--- src/rtl/ctrl_alu_sched.sv ---
// ctrl_alu_sched: shares one control (branch/jump) ALU between two issue lanes
// with round-robin arbitration, an issue register feeding the ALU, a resolve
// register behind it, and a fixed-length recovery sequence on mispredict.
// Optional build macro CTRL_SCHED_STATS_EN adds saturating resolve/mispredict
// counters; without it the stat ports read as zero.
//
// state   | meaning
// RUN     | normal arbitration; one grant per cycle into the ALU
// RECOVER | fetch redirect in progress; grants blocked; cnt = cycles left - 1
module ctrl_alu_sched #(
  parameter int PKT_W          = 128,
  parameter int TAG_W          = 5,
  parameter int RECOVER_CYCLES = 3
) (
  input  logic             clk,
  input  logic             reset,
  input  logic             req0_valid_i,
  input  logic [PKT_W-1:0] req0_pkt_i,
  input  logic [TAG_W-1:0] req0_tag_i,
  output logic             req0_ready_o,
  input  logic             req1_valid_i,
  input  logic [PKT_W-1:0] req1_pkt_i,
  input  logic [TAG_W-1:0] req1_tag_i,
  output logic             req1_ready_o,
  output logic             alu_valid_o,
  output logic [PKT_W-1:0] alu_pkt_o,
  input  logic [31:0]      alu_nextPC_i,
  input  logic [7:0]       alu_flags_i,
  output logic             resolve_valid_o,
  output logic [TAG_W-1:0] resolve_tag_o,
  output logic             resolve_mispredict_o,
  output logic             recover_o,
  output logic [31:0]      recover_pc_o,
  output logic [TAG_W-1:0] recover_tag_o,
  output logic [31:0]      stat_resolved_o,
  output logic [31:0]      stat_mispred_o
);

  typedef enum logic {RUN, RECOVER} state_t;

  localparam logic [3:0] CNT_INIT = 4'(RECOVER_CYCLES - 1);

  state_t           state, state_nxt;
  logic [3:0]       cnt, cnt_nxt;
  logic             rr_ptr;
  logic [TAG_W-1:0] issue_tag;
  logic             mp_now, grant0, grant1, hs0, hs1, hs;
  logic             unused_flags;

  // Only flag bit 0 (mispredict) matters to the scheduler
  assign unused_flags = ^alu_flags_i[7:1];
  assign recover_o    = (state == RECOVER);

  // Round-robin grant, gated off during the mispredict cycle and recovery
  always_comb begin
    mp_now       = alu_valid_o && alu_flags_i[0];
    grant0       = req0_valid_i && (!req1_valid_i || !rr_ptr);
    grant1       = req1_valid_i && (!req0_valid_i || rr_ptr);
    req0_ready_o = (state == RUN) && !mp_now && grant0;
    req1_ready_o = (state == RUN) && !mp_now && grant1;
    hs0          = req0_valid_i && req0_ready_o;
    hs1          = req1_valid_i && req1_ready_o;
    hs           = hs0 || hs1;
  end

  // State and recovery counter register
  always_ff @(posedge clk) begin
    if (reset) begin
      state <= RUN;
      cnt   <= '0;
    end else begin
      state <= state_nxt;
      cnt   <= cnt_nxt;
    end
  end

  // Next state: enter RECOVER on a mispredict, leave once the count expires
  always_comb begin
    state_nxt = state;
    cnt_nxt   = cnt;
    case (state)
      RUN: begin
        if (mp_now) begin
          state_nxt = RECOVER;
          cnt_nxt   = CNT_INIT;
        end
      end
      RECOVER: begin
        if (cnt == 4'd0) state_nxt = RUN;
        else             cnt_nxt   = cnt - 4'd1;
      end
      default: state_nxt = RUN;
    endcase
  end

  // Issue, resolve and redirect capture registers plus round-robin pointer
  always_ff @(posedge clk) begin
    if (reset) begin
      rr_ptr               <= 1'b0;
      alu_valid_o          <= 1'b0;
      alu_pkt_o            <= '0;
      issue_tag            <= '0;
      resolve_valid_o      <= 1'b0;
      resolve_tag_o        <= '0;
      resolve_mispredict_o <= 1'b0;
      recover_pc_o         <= '0;
      recover_tag_o        <= '0;
    end else begin
      alu_valid_o <= hs;
      if (hs) begin
        alu_pkt_o <= hs0 ? req0_pkt_i : req1_pkt_i;
        issue_tag <= hs0 ? req0_tag_i : req1_tag_i;
        rr_ptr    <= hs0;
      end
      resolve_valid_o      <= alu_valid_o;
      resolve_mispredict_o <= mp_now;
      resolve_tag_o        <= issue_tag;
      if ((state == RUN) && mp_now) begin
        recover_pc_o  <= alu_nextPC_i;
        recover_tag_o <= issue_tag;
      end
    end
  end

`ifdef CTRL_SCHED_STATS_EN
  // Saturating counters of resolved branches and mispredicts
  always_ff @(posedge clk) begin
    if (reset) begin
      stat_resolved_o <= '0;
      stat_mispred_o  <= '0;
    end else begin
      if (resolve_valid_o && (stat_resolved_o != 32'hFFFF_FFFF))
        stat_resolved_o <= stat_resolved_o + 32'd1;
      if (resolve_valid_o && resolve_mispredict_o && (stat_mispred_o != 32'hFFFF_FFFF))
        stat_mispred_o <= stat_mispred_o + 32'd1;
    end
  end
`else
  assign stat_resolved_o = '0;
  assign stat_mispred_o  = '0;
`endif

endmodule
--- config.mk ---
export PLATFORM = sky130hd
export DESIGN_NAME = ctrl_alu_sched
export DESIGN_NICKNAME = d
export VERILOG_FILES = /design/src/rtl/ctrl_alu_sched.sv
export SDC_FILE = /design/constraint.sdc
export NUM_CORES = 1
export LEC_CHECK = 0
export BUFFER_PORTS_ARGS = -buffer_cell sky130_fd_sc_hd__buf_2
export CAP_MARGIN = 20
export CORE_AREA = 2 2 211 213
export CTS_BUF_LIST = sky130_fd_sc_hd__clkbuf_8
export DETAILED_ROUTE_END_ITERATION = 6
export DIE_AREA = 0 0 213 215
export SYNTH_ARGS = -nofsm -noshare
export SYNTH_HDL_FRONTEND = slang
export SYNTH_SLANG_ARGS = --single-unit
--- constraint.sdc ---
create_clock -name clk -period 4.9 [get_ports clk]
set_clock_uncertainty 0.2 [all_clocks]
set_input_delay 0.245 -clock clk [delete_from_list [all_inputs] [get_ports clk]]
set_output_delay 0.245 -clock clk [all_outputs]
set_load 0.03 [all_outputs]
# [Yosys cells after proc, flatten, opt, wreduce, memory -nomap -nowiden]
# Index checks and enable logic that the tools add are counted.
[op_classes] reduce_logical=18 n_mux=8 addsub=1 n_bitwise=1 eq_ne=2
[op_table] cell="$mux 128" n=1
[op_table] cell="$logic_and 1x1->1" n=9
[op_table] cell="$mux 4" n=2
[op_table] cell="$pmux 4 s2" n=1
[op_table] cell="$mux 5" n=1
[op_table] cell="$logic_not 1->1" n=4
[op_table] cell="$logic_not 4->1" n=1
[op_table] cell="$ne 2x2->1 const B" n=2
[op_table] cell="$sub 4x1->4 const B" n=1
[op_table] cell="$logic_or 1x1->1" n=3
[op_table] cell="$mux 1" n=2
[op_table] cell="$pmux 1 s2" n=1
[op_table] cell="$reduce_and 2->1" n=1
[op_table] cell="$not 1->1" n=1
[word_totals] register_bits=184 in_bits=310

# [Logic depth before layout (Yosys ltp)]
[depth] ltp_word=6 mapped_depth=8 mapped_depth_nobuf=5

# [Worst setup path after synthesis]
# No wires, ideal clock.
[synth_timing] path_kind="reg2out" startpoint="reg alu_valid_o" endpoint="out req1_ready_o" slack_ns=2.629 t_arrival_ns=1.826 n_path_buf=3 stages_incl_launch_ff=6 required_ns=4.455 path_cell_list="dfxtp_1 > a21o_1 > buf_2 > buf_4 > buf_2 > nor3_1"
[synth_via] elab_chain_cells=4
[synth_rtl] item="from (decl)" line_no="25" source="output logic alu_valid_o,"
[synth_rtl] item="from (signal assigned)" line_no="109" source="alu_valid_o <= hs;"
[synth_rtl] item="$logic_and 1x1->1" line_no="56" source="mp_now = alu_valid_o && alu_flags_i[0];"
[synth_rtl] item="$logic_not 1->1" line_no="60" source="req1_ready_o = (state == RUN) && !mp_now && grant1;"
[synth_rtl] item="$logic_and 1x1->1 (2 in series)" line_no="60"
[synth_rtl] item="to (decl)" line_no="24" source="output logic req1_ready_o,"
# No other way between the ends.

# [Worst setup path after layout]
[layout_timing] startpoint="reg state, in the netlist recover_o" endpoint="reg alu_pkt_o[18]"
[layout_via] elab_chain_cells=5 elab_cells_between_ends=8 cone_classes="1 x mux; 1 x bitwise; 6 x reduce/logical"
[layout_rtl] item="from (decl)" line_no="43" source="state_t state, state_nxt;"
[layout_rtl] item="from (signal assigned)" line_no="72" source="state <= state_nxt;"
[layout_rtl] item="$not 1->1 *"
[layout_rtl] item="$logic_and 1x1->1 *" line_no="59, 60"
[layout_rtl] item="$logic_and 1x1->1 (on tied branches)" line_no="59, 60"
[layout_rtl] item="$logic_and 1x1->1 (on tied branches)" line_no="61, 62"
[layout_rtl] item="$mux 128 or $logic_or 1x1->1 (tied branches)" line_no="111, 63"
[layout_rtl] item="to (signal assigned)" line_no="111" source="alu_pkt_o <= hs0 ? req0_pkt_i : req1_pkt_i;"
[layout_rtl] item="to (decl)" line_no="26" source="output logic [PKT_W-1:0] alu_pkt_o,"
# Mark *: on every way between the ends. The rest lies on a longest branch, timed or not.
# A chain may end at the register's enable or synchronous reset.

==> summary.md <==
| Metric | Value |
|---|---|
| Status | `finished clean` |
| Rel. slew slack | `26.2%` |
| Min cycle time layout | `3.57 ns` |
| Critical Path AT | `3.89 ns` |
| Finished Core Util | `34.9%` |
| Worst Reg-to-Reg Cells | `6` |
| Post-CTS sizing | `0` |
| Starting Density | `21.2%` |
| Cells after synthesis | `1,082` |
| DR vias/cell | `4.99` |
| CP peak stage delay | `0.79 ns` |
| DRC | `0` |
| Worst-path fanout max | `101` |
| RSZ-0062 raised after global routing | `false` |
| Final number of max-transition violations | `0` |
| EDFF count, synth | `0` |
| Tot Pwr | `0.00445 W` |
| Longest Clk Path Bufs | `2` |
| Top_reg_cell synth | `dfxtp_1` |
| Cts bufs inserted | `17` |
| Clk slew on worst S/H paths | `0.10 ns` |
| Sequential area share after synthesis | `39.8%` |
| Inst Count DP | `2,017` |
| Final cell count without fillers | `2,361` |
| Clock sink count | `184` |
| WS Path Type | `register to register` |
| Iter 0 DRT Violations | `1,045` |
| Worst-Margin Slew | `1.11 ns` |
| Standard-cell rows | `77` |
| Synth area leader | `dfxtp_1` |
| Yosys top cell area share | `39.8%` |
| Post-Syn Area | `0.00925 mm^2` |
| Final setup vio count | `0` |
| Ports | `550` |
| Max-Cap Viols | `0` |
| Hold slack | `0.00826 ns` |
| Via count | `11,780` |
| Setup slack, reg-to-reg | `1.33 ns` |
| Buf/Inv on CP | `3` |
| Top-count cell post-synth | `dfxtp_1` |
| Die Span Y | `215 um` |
| Vias in the first global route | `11,845` |
| Synth-to-Final Area Change | `64.9%` |
| Final TNS setup | `0 ns` |
| Final hold vios | `0` |
| DIE AREA | `0.0458 mm^2` |
| CP top delay family | `buffers and inverters` |
| Antenna-violating nets left | `0` |
| #FFs+latches synth | `184` |
| Achievable frequency | `0.280 GHz` |
| CP max stage cell | `buf_4` |
| Crit path launch type | `register` |
| Initial antenna violation count | `1` |
| Worst Hold Class | `input pin to register` |
| H-tree Lvls | `4` |
| CP most frequent cell | `dlygate4sd3_1` |
| Die Wd | `213 um` |
| Drt first pass iters | `7` |
| Drt wl/cell | `17.7 um` |
| Final Cycle Share | `72.9%` |
| Buffers on Ports | `478` |
| Leak | `6.56 nW` |
| CP Capture Type | `register` |
| YS warnings | `0` |
| Netlist cell types | `33` |
| CP required | `5.21 ns` |
| Layout cells sized above 1 | `33.2%` |
| CP Cell Sequence | `a21oi_4 > buf_4 > nand4_1 > dlygate4sd3_1 > a311oi_1 > dlygate4sd3_1` |
| Top cells by area, synth | `dfxtp_1, a311oi_2, a21oi_1` |
| Hold Crit Depth | `2` |
| Post-synth ARST share | `0%` |
| NumNets Final | `2,067` |
| Worst VDD drop | `164 uV` |
| Pin count of the biggest net entering global routing | `167` |
| First-pass GRT wire length | `62,800 um` |
| Post-DP HPWL | `24,200 um` |
| Core footprint | `0.0436 mm^2` |
| Drt total wl | `41,800 um` |
| Gp weighted congestion | `0.855` |
| Setup Buffers After CTS | `0` |
| Grt total ovfl | `0` |
| CP Depth | `6` |
| Total track usage | `17.6%` |
| Worst-skew pair later-pin latency | `0.56 ns` |
| TritonCTS clock tree | `built` |
| Clock root cell | `clkbuf_8` |
| Pwr per Cell Area | `292 mW/mm^2` |
| Commonest cells post-synth | `dfxtp_1, a21oi_1, nand4_1, o21ai_0, clkbuf_1` |
| Mean Syn Cell Area | `8.54 um^2` |
==> cells by family after synthesis <==
family | Yosys count | synth area share [%]
adder cells (fa/ha/maj) | 1 | 0.135
other | 1 | 0.0406
AND/OR/NAND/NOR | 233 | 13.7
flip-flops | 184 | 39.8
AO/OA/AOI/OAI | 449 | 34.0
buffers and inverters | 214 | 12.3
==> cells in the final DEF, fill, tap and decap left out, types with 2 or more instances in the layout <==
| cell type | instances |
|---|---|
| a21oi_1 | 175 |
| a311oi_1 | 75 |
| a311oi_2 | 59 |
| buf_12 | 7 |
| buf_2 | 476 |
| buf_4 | 7 |
| bufinv_16 | 3 |
| clkbuf_8 | 17 |
| clkinv_4 | 3 |
| clkinvlp_4 | 2 |
| conb_1 | 64 |
| dfxtp_1 | 184 |
| diode_2 | 2 |
| dlygate4sd3_1 | 312 |
| inv_1 | 3 |
| inv_6 | 4 |
| nand2_1 | 76 |
| nand3_1 | 2 |
| nand4_1 | 133 |
| nor2_1 | 3 |
| nor2b_1 | 9 |
| o21ai_0 | 132 |
| o21ai_1 | 3 |
==> final cells by class <==
type | instances | area [um^2]
multi-input cells | 747 | 4690
clock buffers | 17 | 234
repair buffers | 803 | 5710
inverters | 3 | 11.3
flip-flops and latches | 184 | 3680
fillers | 4437 | 28400
diodes | 2 | 5.00
well taps | 592 | 741
clock inverters | 13 | 171
==> through the flow <==
stage	worst slack, ns	instance area [um^2]
after floorplan	2.63	9480
after global placement	2.35	11700
after detailed placement	2.32	11700
after CTS	1.47	15200
after global routing	1.12	15200
final	1.33	15200
==> per-layer routing <==
metal | track usage [%] | share of wire (%) | up-vias
met4 | 9.49 | 5.0 | 0
met3 | 5.68 | 8.8 | 154
met5 | 0 | 0 | -
met1 | 20.1 | 40 | 5574
met2 | 28.9 | 47 | 690
li1 | - | - | 5362
==> repair_timing <==
item                       4_1_cts  5_1_grt
hold endpoints to repair       168        0
hold buffers                   312        0
setup endpoints to repair        0        0
==> worst paths after layout <==
| path | from | endpoint |
|---|---|---|
| worst max register to register | recover_o | alu_pkt_o[18] |
| worst max-delay path | recover_o | alu_pkt_o[18] |
| worst min register to register | recover_tag_o[4] | recover_tag_o[4] |
| worst min-delay path | reset | recover_pc_o[7] |
==> power by group <==
part	total [W]	internal [W]	switching, W
clock network	0.00115	0.000505	0.000642
registers	0.00173	0.00164	0.0000863
logic	0.00157	0.000628	0.000947
==> state kept, by name, indices dropped and copies added (netlist names) <==
signal and cells:
alu_pkt_o 128, alu_valid_o 1, cnt 4, issue_tag 5, recover_o 1, recover_pc_o 32
recover_tag_o 5, resolve_mispredict_o 1, resolve_tag_o 5, resolve_valid_o 1, rr_ptr 1
No activity file was read; power rests on OpenSTA's default activity.
